File: src/rtl/program_out_capture_pkg.sv
// Shared constants for the program_out capture path: CPU word width, queue sizing
// and the capture FSM encodings.
package program_out_capture_pkg;

  localparam int unsigned CPU_WORD_W = 16;
  localparam int unsigned PC_DEPTH   = 8;
  localparam int unsigned PC_ADDR_W  = 3;
  localparam int unsigned PC_DROP_W  = 8;

  localparam logic [0:0] PC_WAIT_FIRST = 1'b0;
  localparam logic [0:0] PC_RUN        = 1'b1;

endpackage

File: src/rtl/program_out_capture_if.sv
// Observed CPU result bus plus the drain handshake and queue status of the capture block.
interface program_out_capture_if
  import program_out_capture_pkg::*;
#(
  parameter int unsigned DATA_W = CPU_WORD_W,
  parameter int unsigned ADDR_W = PC_ADDR_W,
  parameter int unsigned DROP_W = PC_DROP_W
);

  logic [DATA_W-1:0] program_out;
  logic              out_valid;
  logic [DATA_W-1:0] out_data;
  logic              out_ready;
  logic [ADDR_W:0]   fill_level;
  logic              overflow;
  logic [DROP_W-1:0] drop_count;

  modport slave (
    input  program_out, out_ready,
    output out_valid, out_data, fill_level, overflow, drop_count
  );

  modport master (
    output program_out, out_ready,
    input  out_valid, out_data, fill_level, overflow, drop_count
  );

endinterface

File: src/rtl/program_out_capture_sync_fifo.sv
// First-word fall-through FIFO with wrap-bit pointers; head, valid, full and level
// are all registered from next-state values.
module program_out_capture_sync_fifo #(
  parameter  int unsigned DATA_W = 16,
  parameter  int unsigned DEPTH  = 8,
  localparam int unsigned ADDR_W = $clog2(DEPTH),
  localparam int unsigned PTR_W  = ADDR_W + 1
) (
  input  logic              clk,
  input  logic              rst,
  input  logic              push,
  input  logic [DATA_W-1:0] push_data,
  input  logic              pop,
  output logic              valid,
  output logic              full,
  output logic [PTR_W-1:0]  level,
  output logic [DATA_W-1:0] head
);

  logic [DATA_W-1:0] mem_q [DEPTH];
  logic [DATA_W-1:0] mem_d [DEPTH];
  logic [PTR_W-1:0]  wr_ptr_q, wr_ptr_d;
  logic [PTR_W-1:0]  rd_ptr_q, rd_ptr_d;
  logic [PTR_W-1:0]  level_q, level_d;
  logic [DATA_W-1:0] head_q, head_d;
  logic              valid_q, valid_d;
  logic              full_q, full_d;
  logic              push_ok_c, pop_ok_c;

  // A pop on a full queue frees the slot the same edge, so the push still lands.
  always_comb begin
    pop_ok_c  = pop & valid_q;
    push_ok_c = push & (~full_q | pop_ok_c);
    mem_d     = mem_q;
    wr_ptr_d  = wr_ptr_q + PTR_W'(push_ok_c);
    rd_ptr_d  = rd_ptr_q + PTR_W'(pop_ok_c);
    if (push_ok_c) begin
      mem_d[wr_ptr_q[ADDR_W-1:0]] = push_data;
    end
    level_d = wr_ptr_d - rd_ptr_d;
    valid_d = (wr_ptr_d != rd_ptr_d);
    full_d  = (wr_ptr_d[ADDR_W-1:0] == rd_ptr_d[ADDR_W-1:0]) &&
              (wr_ptr_d[ADDR_W] != rd_ptr_d[ADDR_W]);
    head_d  = mem_d[rd_ptr_d[ADDR_W-1:0]];
  end

  always_ff @(posedge clk) begin
    if (rst) begin
      mem_q    <= '{default: '0};
      wr_ptr_q <= '0;
      rd_ptr_q <= '0;
      level_q  <= '0;
      head_q   <= '0;
      valid_q  <= 1'b0;
      full_q   <= 1'b0;
    end else begin
      mem_q    <= mem_d;
      wr_ptr_q <= wr_ptr_d;
      rd_ptr_q <= rd_ptr_d;
      level_q  <= level_d;
      head_q   <= head_d;
      valid_q  <= valid_d;
      full_q   <= full_d;
    end
  end

  assign valid = valid_q;
  assign full  = full_q;
  assign level = level_q;
  assign head  = head_q;

endmodule

File: src/rtl/program_out_capture.sv
// Watches the CPU result bus, queues every new value, and counts changes lost to a
// full queue so a slow drain never silently loses a result.
module program_out_capture
  import program_out_capture_pkg::*;
#(
  parameter int unsigned DATA_W = CPU_WORD_W,
  parameter int unsigned DEPTH  = PC_DEPTH,
  parameter int unsigned ADDR_W = PC_ADDR_W,
  parameter int unsigned DROP_W = PC_DROP_W
) (
  input logic                  clock,
  input logic                  reset,
  program_out_capture_if.slave bus
);

  logic [0:0]        state_q, state_d;
  logic [DATA_W-1:0] last_seen_q, last_seen_d;
  logic              overflow_q, overflow_d;
  logic [DROP_W-1:0] drop_count_q, drop_count_d;

  logic              capture_c, pop_c, drop_c;
  logic              fifo_valid, fifo_full;
  logic [ADDR_W:0]   fifo_level;
  logic [DATA_W-1:0] fifo_head;

  // The first post-reset sample is taken unconditionally; afterwards only changes.
  always_comb begin
    state_d      = state_q;
    last_seen_d  = last_seen_q;
    overflow_d   = overflow_q;
    drop_count_d = drop_count_q;
    capture_c    = 1'b0;
    drop_c       = 1'b0;
    pop_c        = fifo_valid & bus.out_ready;

    if (state_q == PC_WAIT_FIRST) begin
      capture_c = 1'b1;
      state_d   = PC_RUN;
    end else begin
      capture_c = (bus.program_out != last_seen_q);
    end

    if (capture_c) begin
      last_seen_d = bus.program_out;
      drop_c      = fifo_full & ~pop_c;
    end

    if (drop_c) begin
      overflow_d = 1'b1;
      if (drop_count_q != '1) begin
        drop_count_d = drop_count_q + DROP_W'(1);
      end
    end
  end

  always_ff @(posedge clock) begin
    if (reset) begin
      state_q      <= PC_WAIT_FIRST;
      last_seen_q  <= '0;
      overflow_q   <= 1'b0;
      drop_count_q <= '0;
    end else begin
      state_q      <= state_d;
      last_seen_q  <= last_seen_d;
      overflow_q   <= overflow_d;
      drop_count_q <= drop_count_d;
    end
  end

  program_out_capture_sync_fifo #(
    .DATA_W (DATA_W),
    .DEPTH  (DEPTH)
  ) u_fifo (
    .clk       (clock),
    .rst       (reset),
    .push      (capture_c),
    .push_data (bus.program_out),
    .pop       (pop_c),
    .valid     (fifo_valid),
    .full      (fifo_full),
    .level     (fifo_level),
    .head      (fifo_head)
  );

  assign bus.out_valid  = fifo_valid;
  assign bus.out_data   = fifo_head;
  assign bus.fill_level = fifo_level;
  assign bus.overflow   = overflow_q;
  assign bus.drop_count = drop_count_q;

endmodule
File: src/flat_wrapper.sv
// flat-port wrapper written by rule: the top's interface ports become plain ports
module program_out_capture_flat import program_out_capture_pkg::*;
#(
  parameter int unsigned DATA_W = CPU_WORD_W,
  parameter int unsigned DEPTH  = PC_DEPTH,
  parameter int unsigned ADDR_W = PC_ADDR_W,
  parameter int unsigned DROP_W = PC_DROP_W
)
  (clock, reset, bus_program_out, bus_out_ready, bus_out_valid, bus_out_data, bus_fill_level, bus_overflow, bus_drop_count);
  program_out_capture_if #(.DATA_W(DATA_W), .ADDR_W(ADDR_W), .DROP_W(DROP_W)) bus_i ();
  input logic clock;
  input logic reset;
  input wire logic [$bits(bus_i.program_out)-1:0] bus_program_out;
  input wire logic [$bits(bus_i.out_ready)-1:0] bus_out_ready;
  output wire logic [$bits(bus_i.out_valid)-1:0] bus_out_valid;
  output wire logic [$bits(bus_i.out_data)-1:0] bus_out_data;
  output wire logic [$bits(bus_i.fill_level)-1:0] bus_fill_level;
  output wire logic [$bits(bus_i.overflow)-1:0] bus_overflow;
  output wire logic [$bits(bus_i.drop_count)-1:0] bus_drop_count;
  assign bus_i.program_out = bus_program_out;
  assign bus_i.out_ready = bus_out_ready;
  assign bus_out_valid = bus_i.out_valid;
  assign bus_out_data = bus_i.out_data;
  assign bus_fill_level = bus_i.fill_level;
  assign bus_overflow = bus_i.overflow;
  assign bus_drop_count = bus_i.drop_count;
  program_out_capture #(.DATA_W(DATA_W), .DEPTH(DEPTH), .ADDR_W(ADDR_W), .DROP_W(DROP_W)) u_core (.clock(clock), .reset(reset), .bus(bus_i));
endmodule
File: config.mk
export PLATFORM = sky130hd
export DESIGN_NAME = program_out_capture_flat
export DESIGN_NICKNAME = d
export VERILOG_FILES = /design/src/rtl/program_out_capture_pkg.sv /design/src/rtl/program_out_capture_if.sv /design/src/rtl/program_out_capture_sync_fifo.sv /design/src/rtl/program_out_capture.sv /design/src/flat_wrapper.sv
export SDC_FILE = /design/constraint.sdc
export NUM_CORES = 1
export LEC_CHECK = 0
export CORE_UTILIZATION = 55
export DETAILED_ROUTE_END_ITERATION = 10
export PLACE_DENSITY = 0.83
export SLEW_MARGIN = 10
export SYNTH_ARGS = -nofsm -noshare
export SYNTH_HDL_FRONTEND = slang
export SYNTH_SLANG_ARGS = --single-unit
export TNS_END_PERCENT = 10
File: constraint.sdc
create_clock -name clock -period 7 [get_ports clock]
set_input_delay 1.4 -clock clock [delete_from_list [all_inputs] [get_ports clock]]
set_output_delay 1.4 -clock clock [all_outputs]
set_load 0.1 [all_outputs]
==> results.sh, run 1 <==
export IMPL_status="finished, final reports clean"
export IMPL_maxSlewHeadroom_pct=27.7
export IMPL_wl_um=24300
export IMPL_ys_types=40
export IMPL_period_minus_slack_ns=4.97
export IMPL_drc=0
export IMPL_die_w_um=123
export IMPL_placed_cell_area_um2=8410
export IMPL_ys_ff_latch=184
export IMPL_wl_per_cell_um=20.1
export IMPL_io_buffer_count=48
export IMPL_synth_top_cell_by_area="dfxtp_1"
export IMPL_endpoint_kind="flop"
export IMPL_final_cell_mix="267 x nand2_1, 195 x a21oi_1, 184 x dfxtp_1, 88 x nor2_1, 54 x o221ai_1"
export IMPL_dieArea_um2=15100
export IMPL_path_clk_slew_ns=0.06
export IMPL_timing_hold_ws_ns=0.456
export IMPL_postCtsSetupBuffers=0
export IMPL_switchingPower_mw=0.884
export IMPL_antenna_found_initial=0
export IMPL_cts_root_buf="clkbuf_16"
export IMPL_hold_class="reg -> reg"
export IMPL_cp_required_ns=7.30
export IMPL_cts_sinks=184
export IMPL_worst_slack_ns=2.03
export IMPL_vias=7618
export IMPL_p_comb_share_pct=21.5
export IMPL_fin_skew_ns=0.00875
export IMPL_grt_pass1_vias=7256
export IMPL_postCtsHoldBufs=0
export IMPL_setup_viol=0
export IMPL_fp_dieH_um=123
export IMPL_clockBufferDepth=2
export IMPL_synth_nets=1061
export IMPL_io_pins=49
export IMPL_fin_area_um2=8990
export IMPL_swShare_pct=33.3
export IMPL_final_common_cell="nand2_1"
export IMPL_tightest_slew_ns=1.08
export IMPL_ys_warn_count=0
export IMPL_fp_row_count=43
export IMPL_first_pass_iters=6
export IMPL_ctsResizeCount=0
export IMPL_grt_max_degree=94
export IMPL_synth_area_per_cell_um2=7.79
export IMPL_layout_nets=1042
export IMPL_drive_gt1_share_pct=6.43
export IMPL_grt_usage_pct=33.1
export IMPL_syn_inst=1033
export IMPL_place_ws_ns=1.58
export IMPL_drv_cap=0
export IMPL_cts_tree="yes"
export IMPL_p_leak_nw=3.18
export IMPL_hpwl_um=13600
export IMPL_grt_pass1_wl_um=37500
export IMPL_internal_power_mw=1.77
export IMPL_power_density_nw_per_um2=295
export IMPL_grt_setup_unrepaired="false"
export IMPL_crit_type="in -> reg"
export IMPL_ant_nets=0
export IMPL_crit_path_max_fanout=32
export IMPL_netlist_area_um2=8050
export IMPL_min_period_over_period_pct=71.0
export IMPL_yosysTopAreaCellShare_pct=45.8
export IMPL_overflow=0
export IMPL_cts_made_buffers=17
export IMPL_drtIter0Drc=1050
export IMPL_final_max_slew_viol_count=0
export IMPL_yosysSeqAreaShare_pct=45.8
export IMPL_synthToLayoutAreaGrowth_pct=11.7
export IMPL_globalplace_congestion=0.817
export IMPL_avgViaCountPerCell=6.31
export IMPL_clk_latency_ns=0.44
export IMPL_synth_area_leaders="dfxtp_1 46%, nand2_1 12%, a21oi_1 12%"
export IMPL_coreArea_um2=14100
export IMPL_h_tree_depth=4
export IMPL_initial_core_util_pct=57.1
export IMPL_ir_drop_mv=0.173
export IMPL_p_clk_share_pct=35.5
export IMPL_fin_tns_setup_ns=0
export IMPL_antenna_cells=0
export IMPL_pwr_share_seq_pct=43.0
export IMPL_hold_viol=0
export IMPL_cp_start_kind="input port"
export IMPL_arrival_ns=5.27
export IMPL_timing_fmax_ghz=0.201
-- metal layers --
| metal | vias to the layer above | wire length, µm | global-route usage [%] |
|---|---|---|---|
| met3 | 107 | 2750 | 8.63 |
| li1 | 3492 | - | - |
| met2 | 497 | 11000 | 51.5 |
| met5 | - | 0 | 0 |
| met1 | 3522 | 9390 | 41.0 |
| met4 | 0 | 1130 | 20.9 |
-- cell usage after synthesis --
library cell and number:
a21o_1 2, a21o_4 1, a21oi_1 195, a31o_2 3, a31oi_1 1, a41oi_1 1, and2_1 6, and3_1 3
buf_1 3, buf_2 11, buf_4 2, buf_6 5, clkbuf_1 71, dfxtp_1 184, fa_1 1, ha_1 8
inv_1 6, mux2_2 1, mux2i_1 1, nand2_1 267, nand2b_1 7, nand3_1 9, nand3_2 2, nand3b_1 1
nand4_1 17, nand4b_1 1, nor2_1 91, nor2b_1 21, nor3_1 7, nor4_1 3, nor4b_1 1, o211ai_2 1
o21ai_0 1, o21ai_1 4, o221ai_1 54, o221ai_2 10, or2_1 1, or2_2 2, xnor2_1 8, xor2_1 20
-- final timing paths --
kind | startpoint | endpoint | slack [ns] | cells after the start
min reg2reg | u_core.u_fifo.mem_q[28] | u_core.u_fifo.mem_q[28] | 0.46 | 2
min | u_core.u_fifo.mem_q[28] | u_core.u_fifo.mem_q[28] | 0.46 | 2
max | bus_program_out[1] | u_core.u_fifo.level[3] | 2.03 | 13
max reg2reg | u_core.last_seen_q[2] | u_core.u_fifo.level[3] | 3.48 | 12
-- cells by family after synthesis --
family,count (synthesis),synth area share [%]
AO/OA/AOI/OAI,273,21.2
XOR/XNOR,28,3.05
adder cells (fa/ha/maj),9,1.49
buffers and inverters,98,5.30
flip-flops,184,45.8
multiplexers,2,0.264
AND/OR/NAND/NOR,439,22.9
-- flip-flops by register name, indices dropped and copies added, names as in the netlist --
name,flops
u_core.u_fifo.mem_q,128
u_core.last_seen_q,16
u_core.u_fifo.head,16
u_core.bus.drop_count,8
u_core.u_fifo.level,4
u_core.u_fifo.rd_ptr_q,4
u_core.u_fifo.wr_ptr_q,4
u_core.bus.overflow,1
u_core.state_q,1
u_core.u_fifo.full,1
u_core.u_fifo.valid,1
-- power groups by stage --
stage               clock network (mW)  logic, mW  registers [mW]
finish                           0.943      0.571            1.14
global route                     0.984      0.595            1.15
global placement                     0      0.549            1.16
detailed placement                   0      0.556            1.16
CTS                              0.944      0.558            1.14
floorplan                            0      0.219            1.34
-- worst max-delay path, stage by stage --
cell and delay, ns:
clkdlybuf4s50_1 0.87, xor2_1 0.17, nor4_1 0.31, nand4_1 0.22, or2_2 0.58, and2_1 0.28, ha_1 0.22, ha_1 0.34
ha_1 0.32, a21o_1 0.17, a21oi_1 0.16, xor2_1 0.16, nor2_1 0.05
-- metrics by stage --
step,cells,util (%),power [mW]
floorplan,1033,-,1.56
global placement,1175,59.7,1.71
detailed placement,1175,59.7,1.72
CTS,1207,63.8,2.64
global route,1207,63.8,2.72
finish,1207,63.8,2.66
-- final cells by class --
class / count / area, µm²
inverter: 6 / 22.5
fill: 1199 / 5110
multi-input combinational: 751 / 3960
tap: 180 / 225
timing repair buffer: 54 / 523
clock inverter: 11 / 96.3
sequential: 184 / 3680
clock buffer: 21 / 480
Note: power is estimated with default switching activity, not from simulation.
==> inputs of run 2 (changes only) <==
CORE_UTILIZATION = 53   (was 55)
clock period = 4.2 ns   (was 7 ns; I/O delays follow)
==> run 2 against run 1 <==
Wire length is 9.9% lower. Clock skew fell by 0.0015 ns. Setup slack got worse by 1.6 ns. Sequential share of layout area is 1.2 points lower. Count of clock-buffer cells in the layout decreased by 1. Via count down 1.6%. Non-clock buffer count up 34. Worst hold slack improved by 0.0015 ns. First-iteration DRC count down 1.8%. Combinational power rose by 67%. The flow now finishes with violations (design-rule violations). Sequential cell count did not move. Power grew 67%. Critical path type unchanged.
==> results.sh, run 2 (synthesis gave the netlist of run 1 again) <==
export IMPL_multi_input_area_um2=3940
export IMPL_io_pins=49
export IMPL_postCtsHoldBufs=0
export IMPL_initial_core_util_pct=54.8
export IMPL_clockBufferDepth=2
export IMPL_first_pass_iters=8
export IMPL_cp_num_buf_inv=2
export IMPL_dieArea_um2=15700
export IMPL_timing_hold_ws_ns=0.458
export IMPL_io_buffer_count=48
export IMPL_status="complete, but fails checks"
export IMPL_grt_pass1_wl_um=34800
export IMPL_drv_cap=0
export IMPL_overflow=0
export IMPL_violations="design-rule violations"
export IMPL_antenna_cells=0
export IMPL_endpoint_kind="flop"
export IMPL_final_common_cell="nand2_1"
export IMPL_slowest_delay_ns=0.49
export IMPL_coreArea_um2=14700
export IMPL_tightest_slew_ns=1.22
export IMPL_drc=2
export IMPL_ir_drop_mv=0.344
export IMPL_cts_made_buffers=17
export IMPL_crit_family="simple AND/OR/NAND/NOR gates"
export IMPL_drtIter0Drc=1031
export IMPL_fp_dieH_um=125
export IMPL_fin_skew_ns=0.00726
export IMPL_ctsResizeCount=0
export IMPL_hold_class="reg -> reg"
export IMPL_die_w_um=125
export IMPL_power_density_nw_per_um2=479
export IMPL_grt_usage_pct=28.1
export IMPL_hold_viol=0
export IMPL_period_minus_slack_ns=3.75
export IMPL_cts_tree="yes"
export IMPL_layout_nets=1076
export IMPL_p_leak_nw=3.34
export IMPL_fp_row_count=44
export IMPL_maxSlewHeadroom_pct=18.3
export IMPL_cp_start_kind="input port"
export IMPL_path_clk_slew_ns=0.07
export IMPL_final_max_slew_viol_count=0
export IMPL_antenna_found_initial=0
export IMPL_grt_pass1_vias=6689
export IMPL_hpwl_um=14100
export IMPL_ant_nets=0
export IMPL_register_area_um2=3680
export IMPL_top_register="u_core.u_fifo.mem_q"
export IMPL_largest_reg_flops=128
export IMPL_nFillCells=1220
export IMPL_crit_type="in -> reg"
export IMPL_crit_path_max_fanout=3
export IMPL_arrival_ns=4.06
export IMPL_vias=7493
export IMPL_h_tree_depth=4
export IMPL_avgViaCountPerCell=6.02
export IMPL_critPathSlowestCell="clkdlybuf4s50_1"
export IMPL_clk_latency_ns=0.44
export IMPL_timing_fmax_ghz=0.266
export IMPL_crit_top_cell="ha_1"
export IMPL_cts_root_buf="clkbuf_16"
export IMPL_drive_gt1_share_pct=8.68
export IMPL_globalplace_congestion=0.901
export IMPL_path_cells="clkdlybuf4s50_1 > xor2_1 > nor4_1 > buf_4 > nand4_1 > or2_2 > and2_1 > ha_1 > ha_1 > ha_1 > a21o_1 > a21oi_1 > xor2_1 > nor2_1"
export IMPL_cp_required_ns=4.51
export IMPL_grt_setup_unrepaired="false"
export IMPL_synthToLayoutAreaGrowth_pct=15.0
export IMPL_total_power_mw=4.44
export IMPL_wl_per_cell_um=17.6
export IMPL_final_cell_mix="267 x nand2_1, 195 x a21oi_1, 184 x dfxtp_1, 91 x nor2_1, 54 x o221ai_1"
export IMPL_wl_um=21900
export IMPL_grt_max_degree=157
export IMPL_setup_viol=0
export IMPL_fin_tns_setup_ns=0
export IMPL_cts_sinks=184
export IMPL_min_period_over_period_pct=89.4
export IMPL_postCtsSetupBuffers=0
[run 2: final timing paths]
check | from | endpoint | slack (ns) | depth (start not counted)
setup / recovery | bus_program_out[13] | u_core.u_fifo.level[3] | 0.45 | 14
hold / removal | u_core.u_fifo.mem_q[70] | u_core.u_fifo.mem_q[70] | 0.46 | 2
setup reg to reg | u_core.last_seen_q[13] | u_core.u_fifo.level[3] | 1.04 | 13
hold reg to reg | u_core.u_fifo.mem_q[70] | u_core.u_fifo.mem_q[70] | 0.46 | 2
[run 2: routing by layer]
metal	routed length [µm]	global-route usage [%]	up-vias	share of wire [%]
met4	638	13.6	0	2.9
met2	9880	41.8	371	45
met5	0	0	-	0
met1	9520	39.1	3519	44
li1	-	-	3553	-
met3	1840	5.39	50	8.4
[run 2: layout make-up]
type	instances	share of cell area (%)
clock buffers	20	4.93
clock inverters	11	1.31
inverters	6	0.243
multi-input cells	751	42.6
flip-flops and latches	184	39.8
well taps	184	2.49
repair buffers	88	8.68
[run 2: metrics by stage]
| step | instances | util (%) | instance area [µm²] | worst slack (ns) |
|---|---|---|---|---|
| after global routing | 1244 | 63.0 | 9260 | 0.317 |
| final | 1244 | 63.0 | 9260 | 0.446 |
| after global placement | 1213 | 59.0 | 8680 | 0.108 |
| after detailed placement | 1213 | 59.0 | 8680 | 0.0678 |
| after CTS | 1244 | 63.0 | 9260 | 0.492 |
| after floorplan | 1033 | - | 8050 | 0.466 |
[run 2: report_power, final]
group	internal [mW]	leakage, nW	switching, mW	total (mW)
logic	0.257	1.56	0.695	0.952
registers	1.85	1.50	0.0484	1.90
clock network	0.905	0.283	0.685	1.59
total	3.01	3.34	1.43	4.44
[run 2: tightest hold or removal path: stages, from the launching register on]
cell and delay (ns):
dfxtp_1 0.31, nand2_1 0.05, a21oi_1 0.05
